## config.mk

```make
export PLATFORM = sky130hd
export DESIGN_NAME = grf_wb
export DESIGN_NICKNAME = d
export VERILOG_FILES = /design/src/rtl/grf_wb.sv
export SDC_FILE = /design/constraint.sdc
export NUM_CORES = 2
export LEC_CHECK = 0
export BUFFER_PORTS_ARGS = -buffer_cell sky130_fd_sc_hd__buf_2
export CAP_MARGIN = 15
export CORE_ASPECT_RATIO = 0.5
export CORE_MARGIN = 2
export CORE_UTILIZATION = 45
export CTS_CLUSTER_SIZE = 16
export DETAILED_ROUTE_END_ITERATION = 12
export MAX_ROUTING_LAYER = met4
export PLACE_DENSITY = 0.75
export SETUP_SLACK_MARGIN = 0.02
export SYNTH_ARGS = -nofsm -noshare
export SYNTH_HDL_FRONTEND = slang
export SYNTH_SLANG_ARGS = --single-unit
```

## constraint.sdc

```tcl
create_clock -name clk -period 39.3 [get_ports clk]
set_input_delay 7.86 -clock clk [delete_from_list [all_inputs] [get_ports clk]]
set_output_delay 7.86 -clock clk [all_outputs]
set_load 0.005 [all_outputs]
```

## src/rtl/grf_wb.sv

```systemverilog
// -----------------------------------------------------------------------------
// grf_wb -- general register file, 32 x 32-bit
//
// Two combinational read ports and one synchronous write port. Register $0 is
// hard-wired to zero. Optional write-through bypass lets a read of the
// register being written this cycle return the incoming write data. A small
// set of write-back trace registers records the most recent committed write
// and counts commits since reset.
//
// Parameters
//   BYPASS  1: same-cycle read of the register being written returns WD
//           0: reads return the stored value; a write shows up after the edge
//   CNT_W   width of the commit counter WrCnt (wraps, no saturation)
//
// Ports
//   clk       in   1      rising-edge clock
//   reset     in   1      asynchronous, active-high; clears all state
//   RA1, RA2  in   5      read addresses (rs, rt)
//   WA        in   5      write address (from the write-address mux)
//   WD        in   32     write data (from the write-back mux)
//   RegWrite  in   1      write enable
//   RD1, RD2  out  32     read data
//   LastWA    out  5      address of most recent committed write
//   LastWD    out  32     data of most recent committed write
//   WrCnt     out  CNT_W  committed writes since reset
// -----------------------------------------------------------------------------
module grf_wb #(
    parameter int BYPASS = 1,
    parameter int CNT_W  = 16
) (
    input  logic             clk,
    input  logic             reset,
    input  logic [4:0]       RA1,
    input  logic [4:0]       RA2,
    input  logic [4:0]       WA,
    input  logic [31:0]      WD,
    input  logic             RegWrite,
    output logic [31:0]      RD1,
    output logic [31:0]      RD2,
    output logic [4:0]       LastWA,
    output logic [31:0]      LastWD,
    output logic [CNT_W-1:0] WrCnt
);

    logic [31:0]      regs_q [32];
    logic [31:0]      regs_d [32];
    logic [4:0]       last_wa_q, last_wa_d;
    logic [31:0]      last_wd_q, last_wd_d;
    logic [CNT_W-1:0] wr_cnt_q,  wr_cnt_d;

    logic             commit;
    logic             hit1, hit2;
    logic [31:0]      rd1, rd2;

    // A write to $0 is not a commit: nothing changes and the counter holds.
    // With RegWrite low the AND short-circuits, so unknown WA/WD cannot leak
    // into state.
    assign commit = RegWrite && (WA != 5'd0);

    // -------------------------------------------------------------------------
    // Next-state logic
    // -------------------------------------------------------------------------
    always_comb begin
        // NOTE: every signal driven here gets a default first, so no path
        // leaves it unassigned and no latch is inferred.
        regs_d    = regs_q;
        last_wa_d = last_wa_q;
        last_wd_d = last_wd_q;
        wr_cnt_d  = wr_cnt_q;

        if (commit) begin
            regs_d[WA] = WD;
            last_wa_d  = WA;
            last_wd_d  = WD;
            wr_cnt_d   = wr_cnt_q + CNT_W'(1);
        end
    end

    // -------------------------------------------------------------------------
    // State registers
    // -------------------------------------------------------------------------
    // Async reset has priority, so a write on an edge that coincides with
    // reset is discarded.
    always_ff @(posedge clk or posedge reset) begin
        if (reset) begin
            // NOTE: the register array is deliberately reset here; architected
            // state must read zero after reset, so this cannot map to a RAM
            // macro without a reset port.
            for (int i = 0; i < 32; i++) begin
                regs_q[i] <= '0;
            end
            last_wa_q <= '0;
            last_wd_q <= '0;
            wr_cnt_q  <= '0;
        end else begin
            // NOTE: sequential state uses non-blocking assignments so all
            // flops sample their inputs from before the edge.
            regs_q    <= regs_d;
            last_wa_q <= last_wa_d;
            last_wd_q <= last_wd_d;
            wr_cnt_q  <= wr_cnt_d;
        end
    end

    // -------------------------------------------------------------------------
    // Read ports
    // -------------------------------------------------------------------------
    // Bypass needs RAx == WA with WA != 0; the RAx == 0 override below covers
    // the WA == 0 case, so the compare does not repeat it.
    assign hit1 = (BYPASS != 0) && RegWrite && (WA == RA1);
    assign hit2 = (BYPASS != 0) && RegWrite && (WA == RA2);

    always_comb begin
        rd1 = regs_q[RA1];
        if (hit1) begin
            rd1 = WD;
        end
        // Reset forces zero even while a write to the read address is pending,
        // since bypass would otherwise expose WD during reset.
        if (reset || (RA1 == 5'd0)) begin
            rd1 = '0;
        end
    end

    always_comb begin
        rd2 = regs_q[RA2];
        if (hit2) begin
            rd2 = WD;
        end
        if (reset || (RA2 == 5'd0)) begin
            rd2 = '0;
        end
    end

    assign RD1    = rd1;
    assign RD2    = rd2;
    assign LastWA = last_wa_q;
    assign LastWD = last_wd_q;
    assign WrCnt  = wr_cnt_q;

endmodule

```

; After elaboration in Yosys (flattened, before gate mapping)
; Cells that the tools add are included.
[totals]
mem_count = 0
input_bits = 50
out_inout_bits = 117
romBits = 0
latch_bits = 0
regBits = 1077
ram_bits = 0
[classes]
n_lt_le_gt_ge = 4
n_eq_ne = 2
shifts = 0
bitwise_logic = 3
n_addsub = 1
n_reduce_logical = 9
div = 0
muxes = 13
multipliers = 0
[ops]
columns = operator, n
row1 = $bwmux 1024, 1
row2 = $bmux 32 s5, 2
row3 = $mux 32, 9
row4 = $demux 32 s5, 1
row5 = $ge 6x6->1 const B, 3
row6 = $not 5->6, 3
row7 = $add 16x1->16 const B, 1
row8 = $eq 5x5->1, 2
row9 = $logic_not 5->1, 2
row10 = $lt 6x1->1 const B, 1
row11 = $reduce_bool 5->1, 1
row12 = $logic_and 1x1->1, 4
row13 = $logic_or 1x1->1, 2

; Longest topological paths before layout
[depth]
ltp_word = 6
ltp_mapped = 9
ltp_nobuf = 5

; Worst setup path before layout
; No wires, ideal clock.
[synth_path]
path_type = input -> output
from = input port reset
to = output port RD2[10]
t_required_ps = 31440
path_stages = 5
setup_slack_ps = -2538
n_path_buf = 1
t_arrival_ps = 33978
cell_sequence = inv_1 > o21ai_0 > nor3_1 > buf_2 > a22o_1
[synth_between]
elab_chain_len = 2
[synth_lines]
columns = item, line
row1 = "start, declared", 32  ; input logic reset,
row2 = $logic_or 1x1->1, 130  ; if (reset || (RA2 == 5'd0)) begin
row3 = $mux 32, 130
row4 = "end, declared", 39  ; output logic [31:0] RD2,
; No other way between the ends.

; Final worst setup path
[layout_path]
from = input port RA1[2]
to = output port RD1[15]
[layout_between]
elab_chain_len = 6
[layout_lines]
columns = item, line
row1 = "start, declared", 33  ; input logic [4:0] RA1,
row2 = $not 5->6 (implied by the code), 114  ; rd1 = regs_q[RA1];
row3 = $bmux 32 s5, 114
row4 = $mux 32 (implied by the code) (2 in a row), 114
row5 = $mux 32, 115  ; if (hit1) begin
row6 = $mux 32 *, 120  ; if (reset || (RA1 == 5'd0)) begin
row7 = "end, declared", 38  ; output logic [31:0] RD1,
; Every way passes the cells marked *; elsewhere a longest branch is shown, timed or not. The select of a mux whose other input is x is not followed.

==> run metrics <==
HP Class=flip-flop to flip-flop; met3 wire len=18800 um; Mapped Nets=4002; kind of critical path=primary input to output port; Initial Utilization=45.6%; synthesized cell area=56600 um^2; total global routing overflow=0; num rows=91; DRT met1 WL=67500 um; dpl ws=19.93 ns; Nets=3910; Root Driver=clkbuf_16; met2 WL=80400 um; clk_lat worst skew=0.70 ns; P_sw=0.868 mW; count of cell types in the netlist=49; drt first pass iters=6; status=completed; vias in the first global route=39000; setup violators final=0; dominant cell type by area after synthesis=dfrtp_1; Clock Path Buffers=3; Final period util=49.6%; Internal=2.27 mW; crit path max fanout=26; Sink Count=1077; commonest cells in the netlist=dfrtp_1 (1077), mux2_2 (990), mux4_2 (383); Hold Vio Cnt, Final=0; Seq pwr share=46.9%; Core ar.=124000 um^2; Most used DFF post-synth=dfrtp_1; top cell type's share of synthesized area=47.6%; Die W=506 um; Worst Setup Start Kind=primary input; layout cell share with drive strength beyond 1=46.9%; EDFF count, synth=0; Worst VDD drop=0.0000359 V; Pwr Density=50.5 nW/um^2; post-CTS sizing=0; mux share of post-synthesis cell area=39.6%; Reg clk slew, reported paths=0.06 ns; Worst Tran Pin Value=1.10 ns; clock network fraction of design power=33.5%; fmax=51.3 MHz; WL final=176000 um; first-pass GRT wire length=261000 um; leak pwr=27.5 nW; simple-gate share of the synthesized area=1.70%; cell with the most instances after synthesis=dfrtp_1; initial antenna violation count=3; ranking of synthesized cells by area=dfrtp_1 (48%), mux2_2 (20%), mux4_2 (15%); Largest stage delay, worst path=0.88 ns; CP max-delay cell=o31ai_4; Syn Area/Cell=14.3 um^2; Area Growth Syn to Fin=9.88%; RSZ-0062 raised after global routing=false; sw frac=27.6%; DRC viols=0; Comb power frac=19.6%; Final GP Congestion=0.861; initial DRC count=4881; Final Util=50.2%; Fin Setup TNS=0 ns; CTS tree=yes; largest net degree at the start of global routing=191; CP cell instances=buf_2 > buf_4 > xnor2_1 > nand3_1 > o31ai_4 > buf_4 > a21oi_1 > a211o_1 > buf_2; Post-Synth Adder-Cell Area=0.0221%; XOR/XNOR Fraction of Synth Area=0.371%; vias=38200; sequential area share after synthesis=47.6%; mean routed wirelength per cell=31.3 um; I/O pins=167; gr usage total=27.9%; htree depth=3; drt via density=6.79; YS warnings=0; Compound-Gate Fraction of Synth Area=7.24%; ys async rst share=100%; post-CTS setup buffers=0; max layer used=met4; PortBufs=166; Syn Inst Count=3951; Die Span Y=255 um; largest family of logic cells by synthesized area=multiplexers; min Tclk post-route=19.50 ns; final setup margin=19.80 ns; Final Max Tran Viols=0; Max Cap Violations=0; die area=129000 um^2; CP arrival=11.64 ns; Synth Register Bits=1077; cts hold-fix bufs=0; Worst EP required=31.44 ns; Worst Skew=0.00709 ns; number of routed nets with antenna violations=0; hpwl dp=96000 um; total CTS buffers=103; CP endpoint kind=output port; slew margin rel.=26.7%
## power by group through the flow
stage               logic (mW)  registers [mW]  clock network [mW]
floorplan                0.479            1.44                   0
detailed placement       0.608            1.48                   0
global route             0.654            1.49                1.11
CTS                      0.611            1.46                1.06
finish                   0.614            1.47                1.05
global placement         0.587            1.46                   0
## flip-flops by register name (all words and copies together) (netlist names)
signal  flops
regs_q   1024
LastWA      5
LastWD     32
WrCnt      16
## worst max-delay path: cells and delay by family
kind	cells	cell delay, ns
buffers and inverters	4	1.83
XOR/XNOR	1	0.20
AND/OR/NAND/NOR	1	0.25
AO/OA/AOI/OAI	3	1.39
## cell families after synthesis
logic type | Yosys count
buffers and inverters | 453
AND/OR/NAND/NOR | 210
adder cells (fa/ha/maj) | 1
flip-flops | 1077
XOR/XNOR | 24
multiplexers | 1637
AO/OA/AOI/OAI | 549
## layer usage
layer | vias up | global-route usage (%)
met3 | 545 | 7.23
met5 | - | -
met4 | 0 | 13.9
li1 | 15100 | -
met1 | 20300 | 35.3
met2 | 2268 | 41.9
## per-stage QoR
stage          cell area [um^2]  hold WS, ns  power (mW)  std cells
5_1_grt                   62200        0.411        3.25       5623
3_5_place_dp              58600        0.385        2.09       5427
3_3_place_gp              58600        0.376        2.05       5427
2_1_floorplan             56600        0.441        1.92       3951
6_report                  62200        0.396        3.14       5623
4_1_cts                   62100        0.399        3.13       5619
## final cells by class
| cell class | instances | area (um^2) |
|---|---|---|
| Clock buffer | 151 | 3090 |
| Tap cell | 1674 | 2090 |
| Inverter | 3 | 15.0 |
| Multi-Input combinational cell | 2421 | 27900 |
| Fill cell | 10100 | 61800 |
| Sequential cell | 1077 | 27000 |
| Timing Repair Buffer | 253 | 1620 |
| Antenna cell | 3 | 7.51 |
| Clock inverter | 41 | 457 |
## placed cells by master, fill, tap and decap left out, types with 3 or more instances in the layout
| cell type | instances |
|---|---|
| bufinv_16 | 9 |
| buf_8 | 4 |
| o21bai_1 | 32 |
| nor2_1 | 7 |
| buf_4 | 81 |
| xnor2_1 | 19 |
| a22o_1 | 65 |
| nand2_2 | 15 |
| a221oi_1 | 64 |
| clkinv_2 | 24 |
| clkbuf_16 | 107 |
| o221ai_1 | 32 |
| xor2_1 | 5 |
| dfrtp_1 | 1077 |
| nand3_1 | 13 |
| nor3_1 | 3 |
| inv_6 | 4 |
| nand3b_1 | 7 |
| mux2i_1 | 260 |
| buf_2 | 161 |
| mux2_1 | 4 |
| nand4_1 | 6 |
| a22oi_1 | 127 |
| clkbuf_8 | 25 |
| nor2_4 | 16 |
| buf_12 | 6 |
| nand2_1 | 114 |
| diode_2 | 3 |
| nor2b_4 | 4 |
| a211oi_1 | 62 |
| clkbuf_1 | 19 |
| a211o_1 | 32 |
| and4_1 | 3 |
| o22ai_1 | 31 |
| mux2_2 | 990 |
| mux4_2 | 383 |
| a21oi_1 | 96 |
| and2_1 | 3 |
| clkinvlp_4 | 4 |
## path summary, 6_finish.rpt
path                            depth (start not counted)          from  slack, ns           end
worst max register to register                          5      WrCnt[4]      37.82     WrCnt[15]
worst max-delay path                                    9        RA1[2]      19.80       RD1[15]
min in group asynchronous                               2         reset       7.26   regs_q[903]
max in group asynchronous                               6         reset      27.94   regs_q[754]
worst min-delay path                                    0  regs_q[1011]       0.40  regs_q[1011]
worst min register to register                          0  regs_q[1011]       0.40  regs_q[1011]
(Power assumes the default switching activity.)
